[config.mk]
export PLATFORM = sky130hd
export DESIGN_NAME = mem_bus_arbiter
export DESIGN_NICKNAME = d
export VERILOG_FILES = /design/src/rtl/mem_bus_arbiter.sv
export SDC_FILE = /design/constraint.sdc
export NUM_CORES = 1
export LEC_CHECK = 0
export BUFFER_PORTS_ARGS = -buffer_cell sky130_fd_sc_hd__buf_2
export CORE_ASPECT_RATIO = 0.8
export CORE_UTILIZATION = 51
export CTS_BUF_LIST = sky130_fd_sc_hd__clkbuf_8
export DETAILED_ROUTE_END_ITERATION = 8
export PLACE_DENSITY = 0.91
export SYNTH_ARGS = -nofsm -noshare
export SYNTH_HDL_FRONTEND = slang
export SYNTH_SLANG_ARGS = --single-unit
[constraint.sdc]
create_clock -name clk -period 1.6 [get_ports clk]
set_input_delay 0.08 -clock clk [delete_from_list [all_inputs] [get_ports clk]]
set_output_delay 0.08 -clock clk [all_outputs]
set_load 0.02 [all_outputs]
[src/rtl/mem_bus_arbiter.sv]
// Two-requester round-robin arbiter driving a byte-wide, 4-phase handshaked
// external bus: address low, address high, then data.
module mem_bus_arbiter (
    input  logic        clk,
    input  logic        rst_n,
    input  logic        r0_read,
    input  logic        r0_write,
    input  logic [15:0] r0_addr,
    input  logic [7:0]  r0_wdata,
    output logic        r0_done,
    input  logic        r1_read,
    input  logic        r1_write,
    input  logic [15:0] r1_addr,
    input  logic [7:0]  r1_wdata,
    output logic        r1_done,
    output logic [7:0]  rdata,
    output logic [1:0]  gnt,
    input  logic        hs_in,
    output logic        hs_out,
    input  logic [7:0]  bus_in,
    output logic [7:0]  bus_out,
    output logic [7:0]  bus_oe,
    output logic        rd_out,
    output logic        wr_out
);

    typedef enum logic [2:0] {
        IDLE,
        ADDR_LO,
        ADDR_HI,
        DATA,
        DONE
    } state_t;

    typedef enum logic {
        WAIT_LOW,
        ARMED
    } hs_state_t;

    state_t    state, state_nx;
    hs_state_t hs_st, hs_nx;

    logic        hs_m, hs_s;
    logic        ptr, ptr_nx;
    logic [1:0]  gnt_nx;
    logic [1:0]  owner, owner_nx;
    logic [15:0] addr_q, addr_nx;
    logic [7:0]  wdata_q, wdata_nx;
    logic        wr_q, wr_nx;
    logic [7:0]  rdata_nx;
    logic        pend0, pend1, win, fire, in_phase;

    always_ff @(posedge clk or negedge rst_n) begin
        if (!rst_n) begin
            hs_m <= 1'b0;
            hs_s <= 1'b0;
        end else begin
            hs_m <= hs_in;
            hs_s <= hs_m;
        end
    end

    always_ff @(posedge clk or negedge rst_n) begin
        if (!rst_n) begin
            state   <= IDLE;
            hs_st   <= WAIT_LOW;
            ptr     <= 1'b0;
            gnt     <= 2'b00;
            owner   <= 2'b00;
            addr_q  <= 16'h0000;
            wdata_q <= 8'h00;
            wr_q    <= 1'b0;
            rdata   <= 8'h00;
        end else begin
            state   <= state_nx;
            hs_st   <= hs_nx;
            ptr     <= ptr_nx;
            gnt     <= gnt_nx;
            owner   <= owner_nx;
            addr_q  <= addr_nx;
            wdata_q <= wdata_nx;
            wr_q    <= wr_nx;
            rdata   <= rdata_nx;
        end
    end

    assign pend0 = r0_read | r0_write;
    assign pend1 = r1_read | r1_write;
    assign fire  = (hs_st == ARMED) && hs_s;

    always_comb begin
        state_nx = state;
        hs_nx    = hs_st;
        ptr_nx   = ptr;
        gnt_nx   = gnt;
        owner_nx = owner;
        addr_nx  = addr_q;
        wdata_nx = wdata_q;
        wr_nx    = wr_q;
        rdata_nx = rdata;
        win      = 1'b0;
        unique case (state)
            IDLE: begin
                if (pend0 || pend1) begin
                    // Tie goes to the pointer; a lone requester always wins
                    win      = (pend0 && pend1) ? ptr : pend1;
                    gnt_nx   = win ? 2'b10 : 2'b01;
                    owner_nx = win ? 2'b10 : 2'b01;
                    ptr_nx   = ~win;
                    addr_nx  = win ? r1_addr : r0_addr;
                    wdata_nx = win ? r1_wdata : r0_wdata;
                    wr_nx    = win ? r1_write : r0_write;
                    state_nx = ADDR_LO;
                end
            end
            ADDR_LO, ADDR_HI, DATA: begin
                if (hs_st == WAIT_LOW && !hs_s) begin
                    hs_nx = ARMED;
                end
                if (fire) begin
                    hs_nx = WAIT_LOW;
                    if (state == ADDR_LO) begin
                        state_nx = ADDR_HI;
                    end else if (state == ADDR_HI) begin
                        state_nx = DATA;
                    end else begin
                        if (!wr_q) begin
                            rdata_nx = bus_in;
                        end
                        // gnt drops here so it never overlaps a done pulse
                        gnt_nx   = 2'b00;
                        state_nx = DONE;
                    end
                end
            end
            DONE: begin
                owner_nx = 2'b00;
                state_nx = IDLE;
            end
            default: begin
                state_nx = IDLE;
                hs_nx    = WAIT_LOW;
            end
        endcase
    end

    assign in_phase = (state == ADDR_LO) || (state == ADDR_HI) ||
                      (state == DATA);

    always_comb begin
        bus_out = wdata_q;
        bus_oe  = 8'h00;
        unique case (state)
            ADDR_LO: begin
                bus_out = addr_q[7:0];
                bus_oe  = 8'hFF;
            end
            ADDR_HI: begin
                bus_out = addr_q[15:8];
                bus_oe  = 8'hFF;
            end
            DATA: begin
                bus_oe = wr_q ? 8'hFF : 8'h00;
            end
            default: begin
                bus_oe = 8'h00;
            end
        endcase
    end

    assign hs_out  = (hs_st == ARMED);
    assign rd_out  = in_phase && !wr_q;
    assign wr_out  = in_phase && wr_q;
    assign r0_done = (state == DONE) && owner[0];
    assign r1_done = (state == DONE) && owner[1];

endmodule

Word-level counts from Yosys, hierarchy flattened
Cells that the tools add are included.

Register bits: 44. Output and inout bits: 31.

Reductions and logical operators: 24. Equality and inequality tests: 9. Muxes and demuxes: 22. Bitwise logic cells: 8.

Operators with widths (count): 8-bit one-hot mux with 2 select lines (2); 16-bit 2-to-1 mux (1); 8-bit 2-to-1 mux (2); 3-bit 2-to-1 mux (4); 2-bit 2-to-1 mux (5); 5-bit AND reduction (2); 2-bit != test (second input constant) (4); 2-bit one-hot mux with 2 select lines (2); 2-bit AND reduction (4); 1-bit logical AND (7); 3-bit by 2-bit equality test with 1-bit output (second input constant) (2); 1-bit NOT (6); 3-bit one-hot mux with 2 select lines (1); 1-bit 2-to-1 mux (4); 2-bit nonzero test (2); 2-bit OR reduction (2); 3-bit by 1-bit equality test with 1-bit output (second input constant) (1); 3-bit equality test (second input constant) (1); 3-bit zero test (1); 1-bit logical OR (3); 3-bit != test (second input constant) (1); 3-bit OR reduction (1); 1-bit zero test (2); 1-bit bitwise OR (2); 1-bit one-hot mux with 2 select lines (1).

Logic depth before layout (Yosys ltp)
Gate-level depths: netlist of the first run.

Depth in word-level cells: 6. Mapped depth: 6. Depth with buffers taken out: 4.

Worst setup path before layout of the first run
Ideal clock, no wire load.

Path kind: register -> output. Start point: reg state[2]. End point: out bus_oe[1]. Slack: -0.307 ns. Data required time: 1.520 ns. Path buffers: 3. Cell stages (with the launch flop): 5. Data arrival time: 1.827 ns. Cells stage by stage: dfrtp_1 buf_2 buf_2 nor3_1 buf_4.

Word-level cells in the longest chain between the ends: 3. Elaborated cells on any way between the ends: 5. Classes of those cells: eq/ne (3); mux (1); reduce/logical (1).

Ends and longest elaborated chain: from (decl) (line 40) `state_t state, state_nx;`; from (signal assigned) (line 75) `state <= state_nx;`; 3-bit by 1-bit equality test with 1-bit output or 3-bit by 2-bit equality test with 1-bit output (tied branches) (line 153) `unique case (state)`; 2-bit OR reduction (no source line); 8-bit one-hot mux with 2 select lines (*) (line 153); to (decl) (line 22) `output logic [7:0] bus_oe,`.

Every way passes the cells marked *; elsewhere a longest branch is shown, timed or not.

Final worst setup path of the first run
Start point: reg state[1]. End point: out bus_out[4].

Word-level cells in the longest chain between the ends: 2. Elaborated cells on any way between the ends: 3. Classes of those cells: eq/ne (2); mux (1).

Ends and longest elaborated chain: 3-bit by 2-bit equality test with 1-bit output or 3-bit by 1-bit equality test with 1-bit output (tied branches) (line 153); 8-bit one-hot mux with 2 select lines (*) (line 153); to (decl) (line 21) `output logic [7:0] bus_out,`.

Marks and branches as above.

==> key figures, run 1 <==
Global route
  – Vias in the first global route: 2179
  – Global route overflow: 0
  – Largest net degree at the start of global routing: 23
  – First-pass GRT wire length: 10700 um
  – GRT Total Usage: 27.8%
  – Antenna violations before repair: 0

Worst setup path
  – WP data required: 1520 ps
  – Max Fanout on Critical Path: 8
  – Crit path cell chain: buf_12 -> buf_12 -> a21oi_1 -> o221a_2 -> buf_6
  – Crit. End Element: output pin
  – Worst path slowest cell: dfrtp_2
  – Worst Path Buf+Inv: 3
  – Critical path class: reg2out
  – Crit path max-delay family: compound AO/OA/AOI/OAI gates
  – Most frequent CP cell: buf_12
  – Critical path's largest stage delay: 450 ps
  – Critical Path AT: 1650 ps
  – Crit path launch type: register

Die
  – I/O pin total: 94
  – Core ar.: 0.00465 mm2
  – Full die area: 0.00518 mm2
  – Initial Util: 53.7%
  – Die H: 64.6 um
  – Width of the die: 80.2 um
  – Row count: 22

Synthesis
  – Synth warn: 0
  – Synth Cell Area: 0.00250 mm2
  – Dominant cells by area after synthesis: dfrtp_1 44%, a221o_1 9.6%, a21boi_2 7.7%, nor2_1 4.4%, mux2_2 4.1%
  – Yosys reg bits: 44
  – Async SR Flop Fraction: 100%
  – Post-synth EDFFs: 0
  – Gate Count Post-Synth: 224
  – Syn nets: 288
  – Post-synth cell types: 37
  – Cell taking the most area after synthesis: dfrtp_1
  – Post-synth top flop: dfrtp_1
  – Sequential area share after synthesis: 44.1%
  – Avg Inst Size Synth: 11.1 um2
  – Yosys top cell area share: 44.1%

Placement
  – Port bufs: 93
  – Hpwl dp: 4400 um
  – Routability cong.: 0.878
  – Cell Area, Placed: 0.00302 mm2
  – Dpl ws: 34.9 ps

Cells and area
  – Share of cells above drive strength 1: 60.1%
  – Most frequent cells in the layout: 77 x buf_2, 42 x dfrtp_1, 24 x a221o_1
  – Area growth from synthesis to layout: 43.4%
  – Final #Nets: 399
  – Design Area, Final: 0.00358 mm2
  – Commonest non-fill, non-tap cell in the layout: buf_2
  – Ant diodes: 0

Drt
  – DRT antenna net count: 0
  – DR WL/cell: 21.1 um
  – Overall routed net length: 8340 um
  – DRC violations left: 0
  – Vias/cell: 6.31
  – Pre-antenna DRT Iters: 6
  – DRT iter0 DRCs: 234
  – Via count: 2499

STA
  – Final WS setup: -130 ps
  – Tightest Pin Transition: 379 ps
  – Setup_tns: -863 ps
  – Max-slew violation count: 0
  – Fin crit period: 1730 ps
  – Fmax: 578 MHz
  – Final Skew: 5.34 ps
  – Unrepaired setup endpoints after global routing: yes
  – Setup violators final: 24
  – Worst slew margin relative to its limit: 74.8%
  – Hold Vio Cnt, Final: 0
  – Crit share post-route: 108%

Power
  – Clock share of power: 8.4%
  – Pint: 0.00491 W
  – Sequential Power Share: 24.3%
  – Sw power: 0.00378 W
  – LEAKAGE: 1.69 nW
  – Sw Share: 43.5%
  – VDD IR max: 0.00131 V
  – Comb pwr share: 67.3%
  – Total power: 0.00869 W
  – Power density cells: 2430 mW/mm2

Clock tree
  – Number of buffers created by CTS: 5
  – Worst-case clock buffer depth: 2
  – H-tree levels: 2
  – CTS tree: done
  – Root Buffer: clkbuf_8
  – Clk Latency, worst-skew pair: 300 ps
  – TritonCTS Sinks: 44
  – Worst-path clk slew: 80 ps

Run
  – Max-cap violation count: 0

Outcome
  – Failing checks: setup timing
  – Status: finished, violations left

Hold path
  – HP Class: in2reg
stage by stage:
step	utilization, %	cells	hold slack (ps)
2_1_floorplan	-	224	-216
3_3_place_gp	64.9	370	6.90
3_5_place_dp	64.9	370	15.7
4_1_cts	71.4	387	2.88
5_1_grt	77.0	396	-0.917
6_report	77.0	396	5.23
worst paths after layout:
check	startpoint	to	slack [ps]	cells after the start
setup / recovery	state[1]	bus_out[4]	-130	5
hold / removal	r0_wdata[0]	wdata_q[0]	5	2
setup reg to reg	state[1]	wdata_q[4]	-40	6
hold reg to reg	hs_m	hs_s	400	0
max in group asynchronous	rst_n	wdata_q[1]	810	3
min in group asynchronous	rst_n	wdata_q[0]	220	2
synth_stat cells, types with 2 or more instances:
cell / count
a31o_2: 2
a21boi_0: 8
o221a_2: 9
nand2_1: 12
inv_1: 2
a21boi_2: 17
buf_12: 2
nor3_1: 2
a21o_1: 2
and3_1: 2
o211ai_1: 8
dfrtp_1: 44
nor2_1: 29
nor3_4: 2
clkbuf_1: 4
buf_2: 4
a221o_1: 24
buf_6: 4
o31ai_1: 2
buf_4: 11
mux2_2: 9
a21oi_1: 9
buf_1: 2
registers in the layout, indices dropped and copies added, names as in the netlist:
name     flops
ptr          1
addr_q      16
hs_s         1
wr_q         1
rdata        8
hs_out       1
hs_m         1
wdata_q      8
state        3
owner        2
gnt          2
timing repair:
| action | in CTS | in global routing |
|---|---|---|
| gates cloned | 1 | 1 |
| resized for setup | 34 | 50 |
| setup endpoints to repair | 20 | 51 |
| hold endpoints to repair | 16 | 1 |
| buffers inserted | 6 | 8 |
| pin swaps | 6 | 20 |
| hold buffers | 2 | 1 |
routing by layer:
metal | GRT usage, % | up-vias | part of all wire, %
met1 | 36.8 | 1195 | 37
met2 | 45.0 | 191 | 48
met4 | 11.6 | 0 | 5.2
met5 | 0 | - | 0
met3 | 4.93 | 48 | 9.7
li1 | - | 1065 | -
area by class of cell:
cell class	count	area, um2
clock inverters	2	10.0
flip-flops and latches	44	1100
repair buffers	131	1010
clock buffers	6	82.6
well taps	60	75.1
inverters	3	12.5
multi-input cells	150	1290
fillers	263	1070
cell families (layout without fill, tap and decap cells):
| kind of cell | after synthesis | in the layout | share of synthesized area, % |
|---|---|---|---|
| xor+xnor | 1 | 1 | 0.351 |
| mux | 10 | 10 | 4.46 |
| simple gates | 53 | 53 | 10.3 |
| buf+inv | 30 | 142 | 8.87 |
| compound gates | 85 | 85 | 31.5 |
| fa+ha+maj | 1 | 1 | 0.501 |
| flops | 44 | 44 | 44.1 |
power by group through the flow:
stage               Clock [W]  Sequential [W]  Combinational [W]
finish               0.000729         0.00211            0.00585
global route         0.000793         0.00215            0.00612
CTS                  0.000727         0.00199            0.00484
detailed placement          0         0.00202            0.00411
global placement            0         0.00200            0.00404
floorplan                   0         0.00207            0.00304
No activity file was read; power rests on OpenSTA's default activity.
==> run 2, diff against run 1 <==
Settings changed: BUFFER_PORTS_ARGS -buffer_cell sky130_fd_sc_hd__buf_2 to -buffer_cell sky130_fd_sc_hd__buf_4.
Clock period 1.6 ns to 1.7 ns, I/O delays scaled along.
==> run 2 against run 1 <==
The flow still finishes with violations (setup timing). Combinational power is 23% lower. Flip-flop and latch count unchanged. Clock power down 7.0%. Global-route usage fell by 1.3 points. Non-clock buffer count decreased by 13. Utilization shrank 3.0 points. Critical endpoint is now bus_oe[1].
==> key figures, run 2 (synthesized netlist as in run 1, its figures left out) <==
Power
  – VDD IR max: 0.00132 V
  – Clock share of power: 9.6%
  – LEAKAGE: 1.62 nW
  – Sw Share: 42.2%
  – Sw power: 0.00299 W
  – Power density cells: 2060 mW/mm2
  – Comb pwr share: 63.2%
  – Sequential Power Share: 27.2%
  – Pint: 0.00409 W

Worst setup path
  – Critical path's largest stage delay: 450 ps
  – Most frequent CP cell: buf_4
  – Crit path cell chain: buf_6 -> nor2_1 -> buf_12 -> nor3_4 -> buf_4 -> buf_4
  – Critical Path AT: 1640 ps
  – Crit path launch type: register
  – WP data required: 1620 ps
  – Max Fanout on Critical Path: 14
  – Crit. End Element: output pin
  – Worst path slowest cell: dfrtp_2
  – Critical path class: reg2out

Drt
  – DRT iter0 DRCs: 190
  – Pre-antenna DRT Iters: 4
  – DRC violations left: 0
  – DR WL/cell: 17.5 um
  – DRT antenna net count: 0
  – Via count: 2252
  – Vias/cell: 5.88
  – Overall routed net length: 6710 um

Clock tree
  – H-tree levels: 2
  – Worst-path clk slew: 90 ps
  – Number of buffers created by CTS: 5
  – CTS tree: done
  – Worst-case clock buffer depth: 2
  – Root Buffer: clkbuf_8
  – Clk Latency, worst-skew pair: 300 ps
  – TritonCTS Sinks: 44

Outcome
  – Status: finished, violations left
  – Failing checks: setup timing

Cells and area
  – Biggest regs: addr_q: 16 flops, rdata: 8 flops, wdata_q: 8 flops
  – Final #Nets: 386
  – Largest Register: addr_q
  – Design Area, Final: 0.00344 mm2
  – Commonest non-fill, non-tap cell in the layout: buf_4
  – Share of cells above drive strength 1: 52.3%
  – Max reg flops: 16
  – Area growth from synthesis to layout: 37.7%
  – Most frequent cells in the layout: 106 x buf_4, 42 x dfrtp_1, 28 x nor2_1
  – Ant diodes: 0

STA
  – Tightest Pin Transition: 558 ps
  – Hold Vio Cnt, Final: 0
  – Final WS setup: -25.6 ps
  – Setup violators final: 6
  – Crit share post-route: 102%
  – Worst slew margin relative to its limit: 62.8%
  – Final Skew: 14.9 ps
  – Fmax: 580 MHz
  – Max-slew violation count: 0
  – Setup_tns: -143 ps
  – Fin crit period: 1730 ps
  – Hold Worst Slack: 1.12 ps
  – Unrepaired setup endpoints after global routing: yes

Global route
  – First-pass GRT wire length: 10400 um
  – Global route overflow: 0
  – GRT Total Usage: 26.5%
  – Antenna violations before repair: 0
  – Vias in the first global route: 2138
  – Largest net degree at the start of global routing: 45

Placement
  – Port bufs: 93
  – Cell Area, Placed: 0.00318 mm2
  – Hpwl dp: 4630 um
  – Routability cong.: 0.767

Die
  – I/O pin total: 94
  – Row count: 22
  – Full die area: 0.00518 mm2
  – Initial Util: 53.7%
  – Width of the die: 80.2 um
  – Core ar.: 0.00465 mm2
  – Die H: 64.6 um

Hold path
  – HP Class: in2reg

Run
  – Max-cap violation count: 0
## run 2: cell types whose count changed in the layout (fill, tap and decap cells not counted), moves of 4 or more
cell,delta
nor2_2,-5
buf_2,-77
a21oi_1,+4
buf_6,-17
a21oi_2,-4
nor2_1,+11
nor2_4,-6
buf_4,+87
## run 2: critical path, delay by kind of cell, from the launching register on
family	cells	cell delay, ps
buffers and inverters	4	650
flip-flops	1	450
AND/OR/NAND/NOR	2	250
## run 2: final timing paths
path / start / endpoint / slack, ps / depth (start not counted)
hold / removal: r0_wdata[2] / wdata_q[2] / 1 / 2
setup / recovery: state[1] / bus_oe[1] / -30 / 6
hold reg to reg: hs_m / hs_s / 410 / 0
min in group asynchronous: rst_n / addr_q[13] / 310 / 2
setup reg to reg: state[2] / rdata[0] / 60 / 5
max in group asynchronous: rst_n / state[1] / 960 / 2
## run 2: layer usage
layer | global-route usage [%] | vias up | share of wire, %
li1 | - | 1035 | -
met1 | 38.7 | 1100 | 42
met2 | 38.4 | 96 | 49
met3 | 4.79 | 21 | 6.1
met4 | 11.6 | 0 | 2.9
met5 | 0 | - | 0
## run 2: final cells by class
class	count	area, um2
tap	60	75.1
multi-input combinational	150	1200
inverter	3	12.5
sequential	44	1100
timing repair buffer	118	957
fill	323	1210
clock buffer	6	82.6
clock inverter	2	11.3
## run 2: power groups by stage
| stage | logic (W) | registers, W | clock network [W] |
|---|---|---|---|
| 5_1_grt | 0.00480 | 0.00198 | 0.000742 |
| 6_report | 0.00448 | 0.00192 | 0.000678 |
| 2_1_floorplan | 0.00287 | 0.00195 | 0 |
| 4_1_cts | 0.00434 | 0.00189 | 0.000686 |
| 3_3_place_gp | 0.00404 | 0.00188 | 0 |
| 3_5_place_dp | 0.00416 | 0.00191 | 0 |
## run 2: per-stage QoR
| step | util (%) | power, W | setup slack, ps | instances |
|---|---|---|---|---|
| finish | 73.9 | 0.00708 | -25.6 | 383 |
| detailed placement | 68.4 | 0.00607 | 54.5 | 364 |
| global placement | 68.4 | 0.00593 | 168 | 364 |
| floorplan | - | 0.00481 | 124 | 224 |
| CTS | 72.1 | 0.00692 | 4.87 | 378 |
| global route | 73.9 | 0.00752 | -82.3 | 383 |
## run 2: repair_timing
item | CTS | global route
hold endpoints to repair | 45 | 1
pin swaps | 1 | 1
endpoints found under the setup margin | 16 | 40
setup buffers | 4 | 4
hold buffers | 2 | 1
resized for setup | 8 | 8
==> run 3, diff against run 2 <==
Settings changed: CTS_CLUSTER_SIZE set to 20, GPL_TIMING_DRIVEN set to 0.
==> run 3 against run 2 <==
The flow still finishes with violations (setup timing). Clock skew is 12 ps lower. Flip-flop and latch count unchanged. Global-route usage up 0.49 points. Clock power down 3.7%. Critical endpoint is now addr_q[13].
==> key figures, run 3 (synthesized netlist as in run 1, its figures left out) <==
Worst setup path
  – Crit path from: state[1]
  – Worst reg-to-reg path cell count: 8
  – Critical R2R Launch: state[1]
  – Crit. End Element: register
  – Crit path launch type: register
  – Crit path capture: addr_q[13]
  – Max Fanout on Critical Path: 6
  – Worst R2R End: addr_q[13]
  – Critical Path AT: 2010 ps
  – WP data required: 1940 ps
  – Critical path class: reg2reg
  – R2R Setup Slk: -60 ps

Cells and area
  – Multi-input logic area: 0.00125 mm2
  – Max reg flops: 16
  – Finished Layout Cells: 413
  – Ant diodes: 0
  – Final #Nets: 416
  – Most frequent cells in the layout: 105 x buf_4, 43 x dfrtp_1, 24 x a221o_1
  – FF/Latch Area: 0.00110 mm2
  – Area growth from synthesis to layout: 55.7%
  – Largest Register: addr_q
  – Share of cells above drive strength 1: 57.5%
  – Biggest regs: addr_q: 16 flops, rdata: 8 flops, wdata_q: 8 flops
  – Filler instances: 240
  – Design Area, Final: 0.00389 mm2
  – Commonest non-fill, non-tap cell in the layout: buf_4

STA
  – Hold Worst Slack: 10.0 ps
  – Max-slew violation count: 0
  – Unrepaired setup endpoints after global routing: yes
  – Fin crit period: 1760 ps
  – Setup violators final: 26
  – Hold Vio Cnt, Final: 0
  – Final WS setup: -63.5 ps
  – Crit share post-route: 104%
  – Fmax: 567 MHz
  – Worst slew margin relative to its limit: 61.9%
  – Tightest Pin Transition: 571 ps
  – Final Skew: 3.15 ps

Die
  – Row count: 22
  – Initial Util: 53.7%
  – I/O pin total: 94
  – Full die area: 0.00518 mm2
  – Width of the die: 80.2 um
  – Die H: 64.6 um
  – Core ar.: 0.00465 mm2

Clock tree
  – Root Buffer: clkbuf_8
  – Number of buffers created by CTS: 5
  – Clk Latency, worst-skew pair: 300 ps
  – Worst-path clk slew: 80 ps
  – H-tree levels: 2
  – Worst-case clock buffer depth: 2
  – CTS tree: done
  – TritonCTS Sinks: 44

Power
  – Sw power: 0.00348 W
  – Comb pwr share: 67.6%
  – Power density cells: 2100 mW/mm2
  – Pint: 0.00468 W
  – Clock share of power: 8.0%
  – Sequential Power Share: 24.4%
  – Total power: 0.00816 W
  – LEAKAGE: 1.83 nW
  – VDD IR max: 0.00118 V
  – Sw Share: 42.7%

Global route
  – First-pass GRT wire length: 10600 um
  – Global route overflow: 0
  – GRT Total Usage: 27.0%
  – Vias in the first global route: 2206
  – Largest net degree at the start of global routing: 45
  – Antenna violations before repair: 0

Drt
  – Overall routed net length: 8440 um
  – DRT antenna net count: 0
  – Via count: 2531
  – DR WL/cell: 20.4 um
  – Pre-antenna DRT Iters: 6
  – DRC violations left: 0
  – Vias/cell: 6.13
  – DRT iter0 DRCs: 326

Placement
  – Port bufs: 93
  – Inst Count DP: 377
  – Cell Area, Placed: 0.00328 mm2
  – Routability cong.: 0.888
  – Hpwl dp: 4810 um

Run
  – Max-cap violation count: 0

Hold path
  – Hold Crit Start: r0_addr[1]
  – HP Class: in2reg

Outcome
  – Failing checks: setup timing
  – Status: finished, violations left
run 3: routing by layer:
metal | wire (um) | vias up | track usage, %
met4 | 224 | 0 | 8.71
met1 | 3370 | 1244 | 37.1
li1 | - | 1098 | -
met2 | 4210 | 157 | 43.2
met3 | 635 | 32 | 4.93
met5 | 0 | - | 0
run 3: stage by stage:
step           utilization [%]  setup WS, ps  setup TNS, ps
2_1_floorplan                -           124              0
3_3_place_gp              70.4          11.8              0
3_5_place_dp              70.4         -8.95          -21.9
4_1_cts                   74.0         0.333              0
5_1_grt                   83.6          -114          -2560
6_report                  83.6         -63.5           -458
run 3: power by group through the flow:
stage	Clock (W)	Combinational, W	Sequential [W]
final	0.000653	0.00552	0.00199
after global routing	0.000724	0.00575	0.00203
after CTS	0.000650	0.00449	0.00190
after detailed placement	0	0.00435	0.00190
after global placement	0	0.00423	0.00188
after floorplan	0	0.00287	0.00195
run 3: how the worst min path moves through the flow:
stage	end	slack, ps	depth (start not counted)
2_1_floorplan	addr_q[0]	-210	0
3_3_place_gp	wdata_q[1]	110	1
3_5_place_dp	wdata_q[1]	110	1
4_1_cts	addr_q[13]	8	2
5_1_grt	addr_q[13]	2	2
6_report	addr_q[1]	10	2
run 3: critical path, stage by stage (launching register included):
cell and delay [ps]:
dfrtp_1 420, buf_6 150, nor3_4 280, buf_4 180, and3b_1 170, buf_6 170, buf_6 130, buf_6 90
a221o_1 110
run 3: final cells by class:
type | instances | share of cell area (%)
clock inverters | 3 | 0.483
multi-input cells | 150 | 32.1
plain buffers | 27 | 7.79
well taps | 60 | 1.93
inverters | 3 | 0.322
flip-flops and latches | 44 | 28.4
clock buffers | 5 | 1.77
repair buffers | 121 | 27.3
run 3: what timing repair did:
action | 4_1_cts | 5_1_grt
setup endpoints to repair | 29 | 44
resized for setup | 22 | 53
cloned | 0 | 5
pin swaps | 2 | 14
buffers inserted | 1 | 15
endpoints found under the hold margin | 45 | 5
hold buffers | 2 | 5
